**src/rtl/patdet_pkg.sv**
```systemverilog
// Shared types and defaults for the serial pattern detector.
package patdet_pkg;

  localparam int PATDET_W_DEF     = 6;
  localparam int PATDET_CNT_W_DEF = 8;

  // FILL: collecting a fresh window of bits; HUNT: every valid bit is compared
  typedef enum logic {
    FILL = 1'b0,
    HUNT = 1'b1
  } patdet_state_e;

  // Width of a counter able to hold the value n
  function automatic int patdet_cnt_bits(input int n);
    return (n < 2) ? 1 : $clog2(n + 1);
  endfunction

endpackage

```
**src/rtl/patdet_sat_cnt.sv**
```systemverilog
// Saturating up-counter: increments on inc, sticks at all-ones.
module patdet_sat_cnt
  import patdet_pkg::*;
#(
  parameter int CNT_W = PATDET_CNT_W_DEF
) (
  input  logic             clk,
  input  logic             reset,
  input  logic             inc,
  output logic [CNT_W-1:0] cnt
);

  // Count requests, holding at the maximum value instead of wrapping
  always_ff @(posedge clk) begin
    if (reset) begin
      cnt <= '0;
    end else if (inc && (cnt != '1)) begin
      cnt <= cnt + CNT_W'(1);
    end
  end

endmodule

```
**src/rtl/pattern_detector.sv**
```systemverilog
// Serial pattern detector with overlapping/non-overlapping match modes and a
// loadable pattern. The match counter is only built when PATDET_CNT_EN is
// defined; otherwise match_cnt is tied to zero.
module pattern_detector
  import patdet_pkg::*;
#(
  parameter int             W       = PATDET_W_DEF,
  parameter int             CNT_W   = PATDET_CNT_W_DEF,
  parameter logic [W-1:0]   PAT_RST = W'(6'b101011)
) (
  input  logic             clk,
  input  logic             reset,
  input  logic             din_valid,
  input  logic             din,
  input  logic             pat_load,
  input  logic [W-1:0]     pat_i,
  input  logic             overlap,
  output logic             found,
  output logic [W-1:0]     s,
  output logic             armed,
  output logic [CNT_W-1:0] match_cnt
);

  localparam int FW = patdet_cnt_bits(W);

  patdet_state_e state, state_n;
  logic [FW-1:0] fill_cnt, fill_n;
  logic [W-1:0]  pattern, pattern_n;
  logic [W-1:0]  s_n;
  logic [W-1:0]  shifted;
  logic          last_fill;
  logic          match;

  assign shifted   = {s[W-2:0], din};
  assign last_fill = (fill_cnt == FW'(W - 1));
  assign armed     = (state == HUNT);

  // State, window, pattern and the registered match pulse
  always_ff @(posedge clk) begin
    if (reset) begin
      state    <= FILL;
      fill_cnt <= '0;
      pattern  <= PAT_RST;
      s        <= '0;
      found    <= 1'b0;
    end else begin
      state    <= state_n;
      fill_cnt <= fill_n;
      pattern  <= pattern_n;
      s        <= s_n;
      found    <= match;
    end
  end

  // Next-state, shift and match decode; pat_load wins over din_valid
  always_comb begin
    state_n   = state;
    fill_n    = fill_cnt;
    pattern_n = pattern;
    s_n       = s;
    match     = 1'b0;
    if (pat_load) begin
      pattern_n = pat_i;
      s_n       = '0;
      fill_n    = '0;
      state_n   = FILL;
    end else if (din_valid) begin
      s_n = shifted;
      unique case (state)
        FILL: begin
          if (last_fill) begin
            // The W-th fill bit completes a window and is compared at once
            match   = (shifted == pattern);
            fill_n  = '0;
            state_n = (match && !overlap) ? FILL : HUNT;
          end else begin
            fill_n = fill_cnt + FW'(1);
          end
        end
        HUNT: begin
          match = (shifted == pattern);
          if (match && !overlap) begin
            fill_n  = '0;
            state_n = FILL;
          end
        end
        default: begin
          state_n = FILL;
          fill_n  = '0;
        end
      endcase
    end
  end

`ifdef PATDET_CNT_EN
  patdet_sat_cnt #(
    .CNT_W(CNT_W)
  ) u_sat_cnt (
    .clk  (clk),
    .reset(reset),
    .inc  (match),
    .cnt  (match_cnt)
  );
`else
  assign match_cnt = {CNT_W{1'b0}};
`endif

endmodule

```
**config.mk**
```make
export PLATFORM = sky130hd
export DESIGN_NAME = pattern_detector
export DESIGN_NICKNAME = d
export VERILOG_FILES = /design/src/rtl/patdet_pkg.sv /design/src/rtl/patdet_sat_cnt.sv /design/src/rtl/pattern_detector.sv
export SDC_FILE = /design/constraint.sdc
export NUM_CORES = 1
export LEC_CHECK = 0
export BUFFER_PORTS_ARGS = -buffer_cell sky130_fd_sc_hd__buf_2
export CAP_MARGIN = 20
export CORE_MARGIN = 3
export CORE_UTILIZATION = 51
export CTS_BUF_LIST = sky130_fd_sc_hd__clkbuf_4
export DETAILED_ROUTE_END_ITERATION = 12
export PLACE_DENSITY = 0.81
export SETUP_SLACK_MARGIN = 0.3
export SLEW_MARGIN = 5
export SYNTH_ARGS = -nofsm -noshare
export SYNTH_HDL_FRONTEND = slang
export SYNTH_HIERARCHICAL = 1
export SYNTH_SLANG_ARGS = --single-unit
```
**constraint.sdc**
```tcl
create_clock -name clk -period 1.83 [get_ports clk]
set_clock_uncertainty 0.15 [all_clocks]
set_input_delay 0.366 -clock clk [delete_from_list [all_inputs] [get_ports clk]]
set_output_delay 0.366 -clock clk [all_outputs]
set_load 0.05 [all_outputs]
```
==> run summary, run 1 <==
Critical Path Start Type: register
Final period util: 85.1%
Vias in the first global route: 573
Average cell area after synthesis: 9.38 um^2
Peak VDD IR: 514 uV
CP peak stage delay: 370 ps
Layout area overhead: 18.6%
WL/cell: 12.4 um
Vias per cell: 5.33
Hold path cells: 2
Die X: 46.5 um
Num CTS Buffers: 3
Starting DRT DRC Count: 5
Final hold slack: 124 ps
Root buf cell: clkbuf_4
Crit path capture type: register
First-pass DRT Iterations: 4
# rows: 13
Pleak: 0.000479 uW
DRC violation count after routing: 0
Initial Util: 59.0%
CTS sink cnt: 17
Post-layout util: 69.9%
Placer Congestion: 0.796
Core Box Area: 1420 um^2
Async S/R FF share, synth: 0%
Max Cap Viol: 0
Synthesized cell area: 835 um^2
Seq. cell area: 354 um^2
Worst-path clk slew: 90 ps
Required time of the critical path: 1870 ps
Clock Latency Late Sink: 290 ps
Die H: 46.5 um
H-tree levels: 1
Fillers: 116
Worst Hold Class: in -> reg
Gr usage total: 16.4%
Critical path class: reg -> reg
I/O pin count: 28
Dominant cell by count in the synthesized netlist: dfxtp_1
Yosys cell types: 29
Crit path time final: 1560 ps
Crit path max fanout: 2
Global-route wire length before repair: 2.48 mm
Final hold vios: 0
Routed Antenna Nets: 0
RSZ-0062 raised after global routing: true
Total Wirelength: 1.56 mm
DP HPWL: 1.14 mm
DR vias: 672
Post-synth EDFFs: 0
Clk buf depth: 2
Port bufs: 19
Fin nets: 124
Share of the synthesized area in the top cell type: 40.8%
Most used DFF post-synth: dfxtp_1
Placement Cell Area: 915 um^2
PD cells: 721 nW/um^2
Largest cells by area after synthesis: dfxtp_1 41%, mux2i_1 11%, buf_4 7.2%
Largest net degree at the start of global routing: 14
GRT overflow: 0
Post-synthesis instance total: 89
FF-to-FF path depth: 5
Top cells by count, synth: 17 x dfxtp_1, 15 x nor2_1, 9 x mux2i_1
Synthesized flop and latch total: 17
CP max-delay cell: dfxtp_4
Cells along the critical path: xor2_2, nor4_4, nand2_2, buf_6, a41o_1
Final TNS setup: 0 ps
Multi-input combinational cell area: 440 um^2
Final slew viol count: 0
Data arrival, critical path: 1590 ps
Die ar.: 2160 um^2
N_diodes: 0
Status: finished, final reports clean
Tot Pwr: 714 uW
Synth area leader: dfxtp_1
Final Instance Area: 990 um^2
Final Setup Violations: 0
Max Freq: 642 MHz
CTS tree: built
Initial antenna violation count: 0
Ys Warns: 6
Layout cells sized above 1: 34.2%
Seq/Total Area, Yosys: 40.8%
registers in the layout (all words and copies together), names as in the netlist:
name      cells
armed         1
s             6
found         1
pattern       6
fill_cnt      3
final cells by class:
| type | instances | share of cell area [%] |
|---|---|---|
| tap | 15 | 1.90 |
| inverter | 2 | 0.759 |
| clock buffer | 4 | 3.03 |
| sequential | 17 | 35.8 |
| multi-input combinational | 64 | 44.5 |
| timing repair buffer | 24 | 14.0 |
metrics by stage:
stage | cells | worst slack (ps)
after floorplan | 96 | 208
after global placement | 118 | 211
after detailed placement | 118 | 182
after CTS | 125 | 294
after global routing | 126 | 231
final | 126 | 272
per-layer routing:
| metal | wire length [um] | global-route usage [%] | up-vias |
|---|---|---|---|
| li1 | - | - | 333 |
| met1 | 689 | 20.0 | 305 |
| met2 | 712 | 25.3 | 30 |
| met3 | 137 | 6.25 | 4 |
| met4 | 19 | 7.39 | 0 |
| met5 | 0 | 0 | - |
kinds of logic (layout without fill, tap and decap cells):
kind of cell,count (synthesis),in the layout,synth area share [%]
simple gates,28,28,18.1
flops,17,17,40.8
buf+inv,15,30,10.5
compound gates,13,13,13.0
mux,9,9,10.8
xor+xnor,6,6,6.30
other cells,1,8,0.449
power breakdown:
group | switching (uW) | internal [uW]
clock network | 113 | 99.6
logic | 77.0 | 34.9
registers | 10.6 | 379
total | 201 | 513
repair_timing:
item                       CTS  global route
resized for setup            1             4
hold endpoints to repair     0             0
setup endpoints to repair    1             4
setup buffers                3             1
pin swaps                    1             3
hold buffers                 0             0
cloned                       0             0
critical path: cells and delay by family (launching register included):
family,cells,cell delay (ps)
buffers and inverters,1,130
and+or+nand+nor,2,420
DFF,1,370
xor gates and xnor gates,1,180
AOI/OAI and AO/OA,1,220
worst paths after layout:
path	startpoint	endpoint	slack, ps
worst max-delay path	s[4]$_SDFFE_PP0P_	fill_cnt[0]$_SDFFE_PP0P_	270
worst min-delay path	pat_i[3]	pattern[3]$_SDFFE_PP1P_	120
worst max register to register	s[4]$_SDFFE_PP0P_	fill_cnt[0]$_SDFFE_PP0P_	270
worst min register to register	s[5]$_SDFFE_PP0P_	s[5]$_SDFFE_PP0P_	350
cell usage in the layout (no fill, tap or decap), drive strengths merged, types with 4 or more instances in the layout:
cell type	instances
conb	8
dfxtp	17
nor2b	4
a211o	4
clkbuf	4
xor2	6
buf	24
nor2	15
mux2i	9
Note: power is estimated with default switching activity, not from simulation.
==> inputs of run 2 (changes only) <==
--- a/config.mk
+++ b/config.mk
@@ -6,14 +6,13 @@
 export NUM_CORES = 1
 export LEC_CHECK = 0
 export BUFFER_PORTS_ARGS = -buffer_cell sky130_fd_sc_hd__buf_2
-export CAP_MARGIN = 20
 export CORE_MARGIN = 3
 export CORE_UTILIZATION = 51
 export CTS_BUF_LIST = sky130_fd_sc_hd__clkbuf_4
 export DETAILED_ROUTE_END_ITERATION = 12
 export PLACE_DENSITY = 0.81
 export SETUP_SLACK_MARGIN = 0.3
-export SLEW_MARGIN = 5
+export SLEW_MARGIN = 10
 export SYNTH_ARGS = -nofsm -noshare
 export SYNTH_HDL_FRONTEND = slang
 export SYNTH_HIERARCHICAL = 1
==> constraint.sdc (replaced) <==
create_clock -name clk -period 1.5 [get_ports clk]
set_clock_uncertainty 0.15 [all_clocks]
set_input_delay 0.3 -clock clk [delete_from_list [all_inputs] [get_ports clk]]
set_output_delay 0.3 -clock clk [all_outputs]
set_load 0.05 [all_outputs]
==> run 2 against run 1 <==
Effect of this change:
- the run now ends with negative setup slack left
- critical path depth down 1
- routed wire length up 26%
- non-clock buffer count up 8
- critical endpoint is now fill_cnt[1]$_SDFFE_PP0P_
- largest cell class unchanged
==> run summary, run 2 (synthesis results as in run 1) <==
Status: complete, but fails checks
Failing checks: negative setup slack
Setup ws final: -55.6 ps (-328 ps)
Final Setup Violations: 1 (+1)
RSZ-0062 raised after global routing: true
Met2 usage: 34.1% (+8.8 points)
Hold-fix buffers, CTS: 0 (unchanged)
Total Wirelength: 1.96 mm (+26%)
Die H: 46.5 um (unchanged)
DP HPWL: 1.33 mm (+16%)
Clk buf depth: 2 (unchanged)
Die X: 46.5 um (unchanged)
First-pass DRT Iterations: 4 (unchanged)
Root buf cell: clkbuf_4
Post-layout util: 82.9% (+13 points)
Placement Cell Area: 982 um^2 (+7.4%)
Largest net degree at the start of global routing: 12 (-2)
Data arrival, critical path: 1580 ps (about the same)
CTS sink cnt: 17 (unchanged)
Routed Antenna Nets: 0 (unchanged)
Most common cell after layout, fill and taps aside: nor2_1
Vias in the first global route: 685 (+20%)
Critical path class: reg -> reg
Commonest cells after routing, fill and taps aside: 15 x nor2_1, 11 x buf_2, 10 x buf_4
Clock Latency Late Sink: 290 ps (about the same)
Gr usage total: 20.3% (+3.8 points)
Final hold vios: 0 (unchanged)
Core Box Area: 1420 um^2 (unchanged)
Global routing met3 resource utilization: 4.69% (-1.6 points)
Die ar.: 2160 um^2 (unchanged)
Grt peak-use layer: met2
Placer Congestion: 0.778 (-2.3%)
DR vias: 737 (+9.7%)
Crit path time final: 1560 ps (-2.13 ps)
Crit path capture type: register
M1 GR Usage: 23.7% (+3.6 points)
Critical Path Start Type: register
Final TNS setup: -55.6 ps (-55.6 ps)
Layout area overhead: 40.6%
DRC violation count after routing: 0 (unchanged)
Global-route wire length before repair: 3.03 mm (+22%)
WL/cell: 14.6 um (+18%)
Initial antenna violation count: 0 (unchanged)
Pleak: 0.000540 uW (+13%)
Top Registers: pattern: 6 flops, s: 6 flops, fill_cnt: 3 flops
I/O pin count: 28 (unchanged)
H-tree levels: 1 (unchanged)
Starting DRT DRC Count: 7 (+2)
Layout cells sized above 1: 44.5% (+10 points)
Num CTS Buffers: 3 (unchanged)
Required time of the critical path: 1520 ps (-350 ps)
Peak VDD IR: 618 uV (+20%)
# rows: 13 (unchanged)
Initial Util: 59.0% (unchanged)
Final period util: 104% (+19 points)
Max Freq: 643 MHz (+0.14%)
Crit path max fanout: 3 (+1)
CTS tree: built
N_diodes: 0 (unchanged)
Final Instance Area: 1170 um^2 (+19%)
Port bufs: 19 (unchanged)
Vias per cell: 5.50 (+3.1%)
Max Cap Viol: 0 (unchanged)
Final hold slack: 52.3 ps (-71.4 ps)
Worst Hold Class: in -> reg
PD cells: 758 nW/um^2 (+5.2%)
Final slew viol count: 0 (unchanged)
Tot Pwr: 890 uW (+25%)
GRT overflow: 0 (unchanged)
Worst-path clk slew: 110 ps (+20 ps)
Fin nets: 132 (+6.5%)
[run 2: timing repair]
action | in CTS | in global routing
pin swaps | 3 | 2
buffers inserted | 1 | 4
resized for setup | 32 | 4
setup endpoints to repair | 13 | 13
[run 2: worst paths after layout]
| check | from | endpoint | slack, ps | cells past startpoint |
|---|---|---|---|---|
| min | pat_i[5] | pattern[5]$_SDFFE_PP1P_ | 50 | 2 |
| min reg2reg | pattern[4]$_SDFFE_PP0P_ | pattern[4]$_SDFFE_PP0P_ | 390 | 2 |
| max | pattern[3]$_SDFFE_PP1P_ | fill_cnt[1]$_SDFFE_PP0P_ | -60 | 4 |
| max reg2reg | pattern[3]$_SDFFE_PP1P_ | fill_cnt[1]$_SDFFE_PP0P_ | -60 | 4 |
[run 2: stage by stage]
stage	setup WS [ps]	std cells
4_1_cts	-5.90	130
3_5_place_dp	-26.0	125
5_1_grt	-90.6	134
6_report	-55.6	134
2_1_floorplan	-64.6	96
3_3_place_gp	3.60	125
[run 2: metal layers]
layer	wire length (um)	share of wire [%]
met1	791	40
met5	0	0
met3	140	7.2
met2	981	50
met4	44	2.2
[run 2: power breakdown]
| group | internal, uW | switching (uW) |
|---|---|---|
| Sequential | 456 | 13.9 |
| Clock | 121 | 144 |
| Combinational | 54.2 | 101 |
| Total | 631 | 259 |
[run 2: area by class of cell]
class                      count  area (um^2)
clock buffer                   4         30.0
fill                          84          241
inverter                       2         7.51
multi-input combinational     64          465
sequential                    17          368
tap                           15         18.8
timing repair buffer          32          284
[run 2: critical path, cell delays in order (launching register included)]
cell and delay (ps):
dfxtp_2 350, xor2_2 180, nor4_4 320, nand2_2 120
o41a_1 320
